`src/rtl/dmem_arb_pkg.sv`:
```
// Shared types and sizing constants for the data-memory arbiter.
// Optional statistics are enabled with the DMEM_ARB_PERF_EN macro.
package dmem_arb_pkg;

  localparam int DEF_ADDR_W = 12;
  localparam int DEF_DATA_W = 32;
  localparam int WAIT_W     = 4;
  localparam int PERF_W     = 16;

  typedef enum logic {
    IDLE   = 1'b0,
    DBG_RD = 1'b1
  } arb_state_e;

endpackage

```
`src/rtl/dmem_arb_waitctr.sv`:
```
// Clearable up-counter that stops at a programmable limit. It serves both as
// the debug starvation counter and as a saturating event counter.
module dmem_arb_waitctr
  import dmem_arb_pkg::*;
#(
  parameter int W = WAIT_W
) (
  input  logic         clock,
  input  logic         reset_n,
  input  logic         inc_i,
  input  logic         clr_i,
  input  logic [W-1:0] limit_i,
  output logic         at_limit_o,
  output logic [W-1:0] count_o
);

  logic [W-1:0] cnt_q, cnt_d;

  assign at_limit_o = (cnt_q == limit_i);
  assign count_o    = cnt_q;

  // Clear wins over increment; increments at the limit are dropped.
  always_comb begin
    cnt_d = cnt_q;
    if (clr_i) begin
      cnt_d = '0;
    end else if (inc_i && !at_limit_o) begin
      cnt_d = cnt_q + W'(1);
    end
  end

  always_ff @(posedge clock or negedge reset_n) begin
    if (!reset_n) begin
      cnt_q <= '0;
    end else begin
      cnt_q <= cnt_d;
    end
  end

endmodule

```
`src/rtl/dmem_arbiter.sv`:
```
// Shares the single-port data RAM between the processor load/store port and
// the debug requester. DMEM_ARB_PERF_EN adds stall/grant statistics outputs.
module dmem_arbiter
  import dmem_arb_pkg::*;
#(
  parameter int ADDR_W   = DEF_ADDR_W,
  parameter int DATA_W   = DEF_DATA_W,
  parameter int MAX_WAIT = 4
) (
  input  logic              clock,
  input  logic              reset_n,
  input  logic              cpu_req,
  input  logic              cpu_wren,
  input  logic [31:0]       cpu_addr,
  input  logic [DATA_W-1:0] cpu_data,
  output logic [DATA_W-1:0] cpu_q,
  output logic              cpu_stall,
  input  logic              dbg_req,
  input  logic              dbg_we,
  input  logic [ADDR_W-1:0] dbg_addr,
  input  logic [DATA_W-1:0] dbg_wdata,
  output logic              dbg_gnt,
  output logic              dbg_rvalid,
  output logic [DATA_W-1:0] dbg_rdata,
  output logic              ram_wEn,
  output logic [ADDR_W-1:0] ram_addr,
  output logic [DATA_W-1:0] ram_dataIn,
  input  logic [DATA_W-1:0] ram_dataOut,
`ifdef DMEM_ARB_PERF_EN
  output logic [PERF_W-1:0] perf_cpu_stalls,
  output logic [PERF_W-1:0] perf_dbg_grants,
`endif
  output arb_state_e        arb_state
);

  logic              contend;
  logic              wait_at_limit;
  logic [WAIT_W-1:0] unused_wait_count;
  logic              unused_cpu_addr_hi;

  arb_state_e        state_q;
  logic              rvalid_q;
  logic [DATA_W-1:0] rdata_q;

  assign unused_cpu_addr_hi = ^cpu_addr[31:ADDR_W];

  // Handshake: dbg_req holds its command until dbg_gnt is high in the same
  // cycle; the access is committed at that rising edge. The processor has no
  // handshake: cpu_stall tells it the memory stage did not happen this cycle.
  assign contend   = cpu_req & dbg_req;
  assign dbg_gnt   = reset_n & dbg_req & (~cpu_req | wait_at_limit);
  assign cpu_stall = reset_n & contend & wait_at_limit;

  dmem_arb_waitctr #(.W(WAIT_W)) u_wait (
    .clock      (clock),
    .reset_n    (reset_n),
    .inc_i      (contend & ~wait_at_limit),
    .clr_i      (~dbg_req | dbg_gnt),
    .limit_i    (WAIT_W'(MAX_WAIT)),
    .at_limit_o (wait_at_limit),
    .count_o    (unused_wait_count)
  );

  // With no owner the CPU address/data still reach the RAM, write disabled.
  always_comb begin
    ram_wEn    = 1'b0;
    ram_addr   = cpu_addr[ADDR_W-1:0];
    ram_dataIn = cpu_data;
    if (dbg_gnt) begin
      ram_wEn    = dbg_we;
      ram_addr   = dbg_addr;
      ram_dataIn = dbg_wdata;
    end else if (cpu_req) begin
      ram_wEn = reset_n & cpu_wren;
    end
  end

  // DBG_RD marks the cycle in which the RAM presents a debug read result.
  always_ff @(posedge clock or negedge reset_n) begin
    if (!reset_n) begin
      state_q  <= IDLE;
      rvalid_q <= 1'b0;
      rdata_q  <= '0;
    end else begin
      rvalid_q <= (state_q == DBG_RD);
      if (state_q == DBG_RD) begin
        rdata_q <= ram_dataOut;
      end
      state_q <= (dbg_gnt && !dbg_we) ? DBG_RD : IDLE;
    end
  end

  assign cpu_q      = ram_dataOut;
  assign dbg_rvalid = rvalid_q;
  assign dbg_rdata  = rdata_q;
  assign arb_state  = state_q;

`ifdef DMEM_ARB_PERF_EN
  logic unused_stall_sat;
  logic unused_grant_sat;

  dmem_arb_waitctr #(.W(PERF_W)) u_perf_stall (
    .clock      (clock),
    .reset_n    (reset_n),
    .inc_i      (cpu_stall),
    .clr_i      (1'b0),
    .limit_i    ({PERF_W{1'b1}}),
    .at_limit_o (unused_stall_sat),
    .count_o    (perf_cpu_stalls)
  );

  dmem_arb_waitctr #(.W(PERF_W)) u_perf_grant (
    .clock      (clock),
    .reset_n    (reset_n),
    .inc_i      (dbg_gnt),
    .clr_i      (1'b0),
    .limit_i    ({PERF_W{1'b1}}),
    .at_limit_o (unused_grant_sat),
    .count_o    (perf_dbg_grants)
  );
`endif

endmodule
```
`config.mk`:
```
export PLATFORM = sky130hd
export DESIGN_NAME = dmem_arbiter
export DESIGN_NICKNAME = d
export VERILOG_FILES = /design/src/rtl/dmem_arb_pkg.sv /design/src/rtl/dmem_arb_waitctr.sv /design/src/rtl/dmem_arbiter.sv
export SDC_FILE = /design/constraint.sdc
export NUM_CORES = 1
export LEC_CHECK = 0
export BUFFER_PORTS_ARGS = -buffer_cell sky130_fd_sc_hd__buf_2
export CORE_AREA = 2 2 101 103
export DETAILED_ROUTE_END_ITERATION = 12
export DIE_AREA = 0 0 103 105
export PLACE_DENSITY_LB_ADDON = 0.25
export SETUP_SLACK_MARGIN = 0.02
export SLEW_MARGIN = 20
export SYNTH_ARGS = -nofsm -noshare
export SYNTH_HDL_FRONTEND = slang
export SYNTH_HIERARCHICAL = 1
export SYNTH_SLANG_ARGS = --single-unit
```
`constraint.sdc`:
```
create_clock -name clock -period 3.3 [get_ports clock]
set_clock_uncertainty 0.2 [all_clocks]
set_input_delay 0.99 -clock clock [delete_from_list [all_inputs] [get_ports clock]]
set_output_delay 0.99 -clock clock [all_outputs]
set_load 0.05 [all_outputs]
```
==> results of run 1 <==
-- state kept, by name, summed over array words and instances (netlist names) --
name and cells:
arb_state 1, u_wait/count_o 4, dbg_rvalid 1, dbg_rdata 32
-- worst max-delay path by stage --
stage                 startpoint        endpoint  slack (ps)  cells after the start
3_3_place_gp             cpu_req     ram_addr[0]         -70                      6
2_1_floorplan  u_wait/count_o[0]  ram_dataIn[23]          30                      7
6_report       u_wait/count_o[0]     ram_addr[6]        -210                      8
3_5_place_dp             cpu_req     ram_addr[0]         -60                      6
4_1_cts        u_wait/count_o[0]  ram_dataIn[31]        -230                      7
5_1_grt        u_wait/count_o[0]     ram_addr[6]        -340                      8
-- final cells by class --
| cell class | instances | share of cell area, % |
|---|---|---|
| clock buffers | 5 | 1.58 |
| clock inverters | 3 | 1.58 |
| inverters | 2 | 0.172 |
| multi-input cells | 109 | 29.3 |
| flip-flops and latches | 38 | 21.8 |
| well taps | 133 | 3.81 |
| repair buffers | 264 | 41.8 |
-- power by group through the flow --
stage | combinational, uW | sequential, uW | clock, uW
6_report | 1130 | 602 | 482
5_1_grt | 1170 | 617 | 519
4_1_cts | 1100 | 604 | 498
3_5_place_dp | 1030 | 609 | 0
3_3_place_gp | 1030 | 607 | 0
2_1_floorplan | 451 | 941 | 0
-- logic make-up (layout without fill, tap and decap cells) --
| logic type | Yosys count | in the layout | synth area share [%] |
|---|---|---|---|
| AOI/OAI and AO/OA | 6 | 6 | 2.15 |
| xor gates and xnor gates | 5 | 5 | 2.30 |
| adders and majority gates | 1 | 1 | 0.489 |
| buffers and inverters | 43 | 274 | 14.3 |
| DFF | 38 | 38 | 37.2 |
| muxes | 77 | 77 | 39.4 |
| other | 2 | 4 | 0.294 |
| and+or+nand+nor | 16 | 16 | 3.82 |
-- routing by layer --
metal | wire length, um | track usage [%] | up-vias
li1 | - | - | 1083
met1 | 3310 | 15.1 | 1098
met2 | 4720 | 26.9 | 153
met3 | 1010 | 4.15 | 8
met4 | 124 | 4.42 | 0
met5 | 0 | 0 | -
-- stage by stage --
step                      area [sq um]  std cells
after detailed placement          3700        535
after global routing              4370        554
after floorplan                   2560        190
after CTS                         4140        544
final                             4370        554
after global placement            3700        535
-- worst register-to-register path, delay by kind of cell (launching register included) --
kind	cells	cell delay (ps)
AND/OR/NAND/NOR	4	750
buffers and inverters	1	140
flip-flops	1	420
AO/OA/AOI/OAI	2	300
XOR/XNOR	1	350
-- timing repair --
item / in CTS / in global routing
pin swaps: 0 / 3
cloned: 0 / 4
gates resized for setup: 94 / 20
buffers inserted: 1 / 7
endpoints found under the setup margin: 46 / 46
hold buffers: 0 / 0
-- placed cells by master (no fill, tap or decap), types with 2 or more instances in the layout --
master,Yosys,layout
a21oi_1,2,2
buf_12,5,5
buf_2,3,192
buf_4,32,16
buf_6,0,40
buf_8,0,8
bufinv_16,0,2
clkbuf_16,0,3
clkbuf_8,0,5
conb_1,2,4
dfrtp_1,38,38
inv_1,2,2
mux2_1,2,2
mux2_2,36,30
mux2_4,38,44
nand2_1,3,3
nand3_1,3,3
nor2_1,3,3
o21ai_0,2,2
or3_1,2,2
xor2_1,3,3
xor2_2,2,2
==> run_results.csv, run 1 <==
group,metric,value,unit
routing,routed_wl,9170,um
cts,clk_pin_slew,80,ps
synthesis,yosysWarnings,6,
synthesis,syn_avg_cell_area,13.6,sq um
critical_path,reg2regPathDepth,8,
critical_path,cp_cell_sequence,"xor2_2 -> nor4_2 -> nand2b_4 -> and3_4 -> buf_8 -> clkbuf_16 -> mux2_4 -> buf_6",
synthesis,synth_enable_flop_cells,0,
routing,ant_nets,0,
pwr,sequentialPowerShare,27.2,%
placed_design,routabilityCongestion,0.785,
critical_path,cpMaxStageDelayCell,"dfrtp_1",
grt,grt_max_degree,39,
worst_hold_path,hold_depth,1,
synthesis,synth_area_leaders,"dfrtp_1 37%, mux2_4 22%, mux2_2 16%, buf_4 9.4%, buf_12 3.9%",
final_layout,diodes,0,
synthesis,ys_seq_elements,38,
timing,hold_viol,0,
timing,finalMaxSlewViolations,0,
timing,fin_hold_ws,297,ps
run_status,violations,"setup timing",
synthesis,netlist_area,2560,sq um
routing,wl_per_cell,16.6,um
die,die_h,105,um
cts,htree_levels,2,
die,dieArea,10800,sq um
grt,grt_pass1_vias,2337,
final_layout,multi_input_area,1280,sq um
cts,clockBufferDepth,2,
routing,dr.pass1.iters,4,
final_layout,fill_cells,954,
pwr,power_switching,972,uW
grt,grt.overflow.total,0,
die,rows,36,
routing,drt_iter0_drc,51,
placed_design,dp_slack,-64.2,ps
final_layout,area_delta_synth_final,70.8,%
critical_path,r2r_end,"u_wait/count_o[3]",
final_layout,fin_util,45.3,%
timing,setup_viol,44,
grt,grtUsageTotal,14.4,%
cts,cts_tree,"done",
worst_hold_path,hp-class,"reg -> reg",
grt,grt_pass1_wl,12000,um
synthesis,synthCells,188,
critical_path,critical-path-max-stage-delay,410,ps
die,ios,259,
pwr,p_leak,0.00231,uW
flow_run,drv_cap,0,
synthesis,postSynth.asyncResetShare,100,%
critical_path,r2r_slack,1070,ps
worst_hold_path,holdPathEnd,"dbg_rdata[18]",
pwr,powerDensity,506,nW/um^2
critical_path,worstSetupPathType,"reg -> out",
placed_design,dp_hpwl,6640,um
die,initial_core_util,26.5,%
grt,antenna_found_initial,0,
timing,setup-tns-final,-8180,ps
pwr,clkPwrFrac,21.8,%
synthesis,yosysTopAreaCell,"dfrtp_1",
run_status,status,"complete, but fails checks",
routing,drc,0,
final_layout,finalNetCount,567,
pwr,p_comb_share,51.0,%
critical_path,start_kind,"flop",
timing,finalCriticalPeriod,3510,ps
final_layout,seq_area,951,sq um
cts,root_buffer,"clkbuf_8",
routing,vias,2342,
pwr,p_sw_share,44.0,%
synthesis,synth-seq-area-share,37.2,%
timing,rsz0062_at_grt,"yes",
critical_path,reg2reg_from,"u_wait/count_o[2]",
die,core,9640,sq um
critical_path,crit_arrival,2320,ps
synthesis,synth.top_cell.area_share,37.2,%
critical_path,cp_top_family,"simple AND/OR/NAND/NOR gates",
pwr,intPower,1240,uW
synthesis,synth_ff_type,"dfrtp_1",
cts,cts_buffers,5,
critical_path,critPathMaxFanout,6,
critical_path,path_buf_inv,3,
die,die_w,103,um
placed_design,numPortBuffers,238,
timing,period_share,106,%
timing,max_freq,0.285,GHz
critical_path,cp.required,2110,ps
timing,setup_ws,-214,ps
final_layout,drive_gt1_share,84.1,%
pwr,ir_drop,0.342,mV
worst_hold_path,hp-start,"dbg_rdata[18]",
cts,clk_latency,280,ps
routing,viasPerCell,4.23,
pwr,finalPower,2210,uW
critical_path,end_kind,"output pin",
synthesis,synth_common_cells,"38 x dfrtp_1, 38 x mux2_4, 36 x mux2_2",
cts,clock-sinks,38,
synthesis,synth_cell_types,27,
No activity file was read; power rests on OpenSTA's default activity.
==> run 2: changes to the inputs <==
SKIP_CTS_REPAIR_TIMING = 1   (was unset)
==> run 2 against run 1 <==
  * The flow still finishes with violations (setup timing)
  * Count of clock-buffer cells in the layout is the same
  * Largest cell class unchanged
  * Design area shrank 10%
  * Core utilization shrank 4.7 points
  * First-iteration DRC count shrank 12%
  * Via count shrank 3.8%
  * Register-to-register slack is essentially flat
  * Final cell count shrank 1.8%
  * Power shrank 4.0%
  * Flip-flop and latch count is the same
==> run_results.csv, run 2 (synthesized netlist as in run 1, its figures left out) <==
group,metric,value,unit
final_layout,final_cell_mix,"229 x buf_2, 39 x mux2_4, 38 x dfrtp_1, 35 x mux2_2, 14 x buf_4",
pwr,power_switching,948,uW
timing,period_share,107,%
grt,met2_usage,25.0,%
grt,grt_use_met3,4.35,%
pwr,intPower,1170,uW
cts,clk_latency,280,ps
critical_path,cp_cell_sequence,"xor2_2 -> nor4_2 -> nand2b_4 -> and3_4 -> buf_12 -> mux2_2 -> buf_2",
cts,cts_tree,"done",
timing,finalMaxSlewViolations,0,
grt,grt_busiest_layer,"met2",
final_layout,diodes,0,
pwr,ir_drop,0.342,mV
final_layout,fill_cells,1008,
die,initial_core_util,26.5,%
final_layout,fin_area,3920,sq um
die,rows,36,
pwr,powerDensity,541,nW/um^2
critical_path,crit_arrival,2350,ps
routing,ant_nets,0,
die,die_w,103,um
placed_design,dpl-instance-area,3700,sq um
routing,drt_iter0_drc,45,
placed_design,dpl.cell_count,535,
final_layout,fin_cells,544,
grt,grt_use_met1,14.3,%
timing,setup_ws,-239,ps
pwr,clkPwrFrac,22.6,%
critical_path,worstSetupPathType,"reg -> out",
final_layout,fin_util,40.7,%
routing,routed_wl,8050,um
routing,dr.pass1.iters,4,
die,ios,259,
timing,setup_viol,44,
cts,clock-sinks,38,
grt,grt.overflow.total,0,
routing,viasPerCell,4.14,
grt,grt_pass1_vias,2258,
final_layout,finalNetCount,557,
grt,grt_pass1_wl,11300,um
pwr,p_comb_share,49.0,%
routing,wl_per_cell,14.8,um
critical_path,cpMaxStageDelayCell,"dfrtp_1",
die,die_h,105,um
run_status,status,"complete, but fails checks",
pwr,p_leak,0.00212,uW
cts,clk_pin_slew,70,ps
flow_run,drv_cap,0,
grt,grt_max_degree,39,
final_layout,largest_register_ffs,32,
final_layout,drive_gt1_share,83.7,%
routing,vias,2252,
grt,grtUsageTotal,13.6,%
grt,antenna_found_initial,0,
pwr,p_sw_share,44.7,%
timing,rsz0062_at_grt,"yes",
critical_path,end_kind,"output pin",
placed_design,dp_slack,-64.2,ps
final_layout,final_common_cell,"buf_2",
cts,htree_levels,2,
placed_design,numPortBuffers,238,
run_status,violations,"setup timing",
cts,cts_buffers,5,
timing,hold_viol,0,
critical_path,start_kind,"flop",
placed_design,dp_hpwl,6640,um
routing,drc,0,
die,dieArea,10800,sq um
die,core,9640,sq um
pwr,finalPower,2120,uW
critical_path,critPathMaxFanout,22,
pwr,sequentialPowerShare,28.4,%
final_layout,area_delta_synth_final,53.3,%
critical_path,critical-path-max-stage-delay,410,ps
cts,clockBufferDepth,2,
cts,root_buffer,"clkbuf_8",
critical_path,cp.required,2110,ps
placed_design,routabilityCongestion,0.785,
timing,max_freq,0.283,GHz
timing,finalCriticalPeriod,3540,ps
worst_hold_path,hp-class,"reg -> reg",
run 2: cell count changes in the layout (fill, tap and decap cells not counted), sizes merged:
cell    previous run  this run
buf              261       254
clkbuf             8         5
run 2: worst max-delay path, delay by kind of cell, from the launching register on:
family,cells,cell delay (ps)
buffers and inverters,2,400
flip-flops,1,410
AND/OR/NAND/NOR,3,690
multiplexers,1,360
XOR/XNOR,1,190
run 2: routing by layer:
metal / part of all wire, % / vias to the layer above
met5: 0 / -
li1: - / 1065
met2: 50 / 147
met4: 1.3 / 0
met1: 36 / 1034
met3: 12 / 6
run 2: stage by stage:
step	hold slack, ps	TNS (ps)
CTS	297	-14410
floorplan	339	0
finish	294	-8540
detailed placement	277	-1100
global placement	267	-939
global route	324	-14490
run 2: area by class of cell:
type                       count  area, sq um  share of cell area (%)
timing repair buffer         254         1400                    35.6
multi-input combinational    109         1260                    32.2
sequential                    38          951                    24.3
tap                          133          166                    4.25
clock buffer                   5         68.8                    1.76
clock inverter                 3         68.8                    1.76
inverter                       2         7.51                   0.192
run 2: path summary, 6_finish.rpt:
path	cells past startpoint	slack, ps	end	startpoint
hold / removal	1	290	dbg_rdata[17]	dbg_rdata[17]
min in group asynchronous	3	720	u_wait/count_o[3]	reset_n
hold reg to reg	1	290	dbg_rdata[17]	dbg_rdata[17]
max in group asynchronous	3	1830	dbg_rdata[27]	reset_n
setup reg to reg	8	1080	u_wait/count_o[3]	u_wait/count_o[2]
setup / recovery	7	-240	ram_dataIn[31]	u_wait/count_o[0]
run 2: power groups by stage:
stage / combinational, uW / clock [uW] / sequential (uW)
2_1_floorplan: 451 / 0 / 941
3_3_place_gp: 1030 / 0 / 607
3_5_place_dp: 1030 / 0 / 609
4_1_cts: 1030 / 498 / 604
5_1_grt: 1080 / 519 / 617
6_report: 1040 / 480 / 602
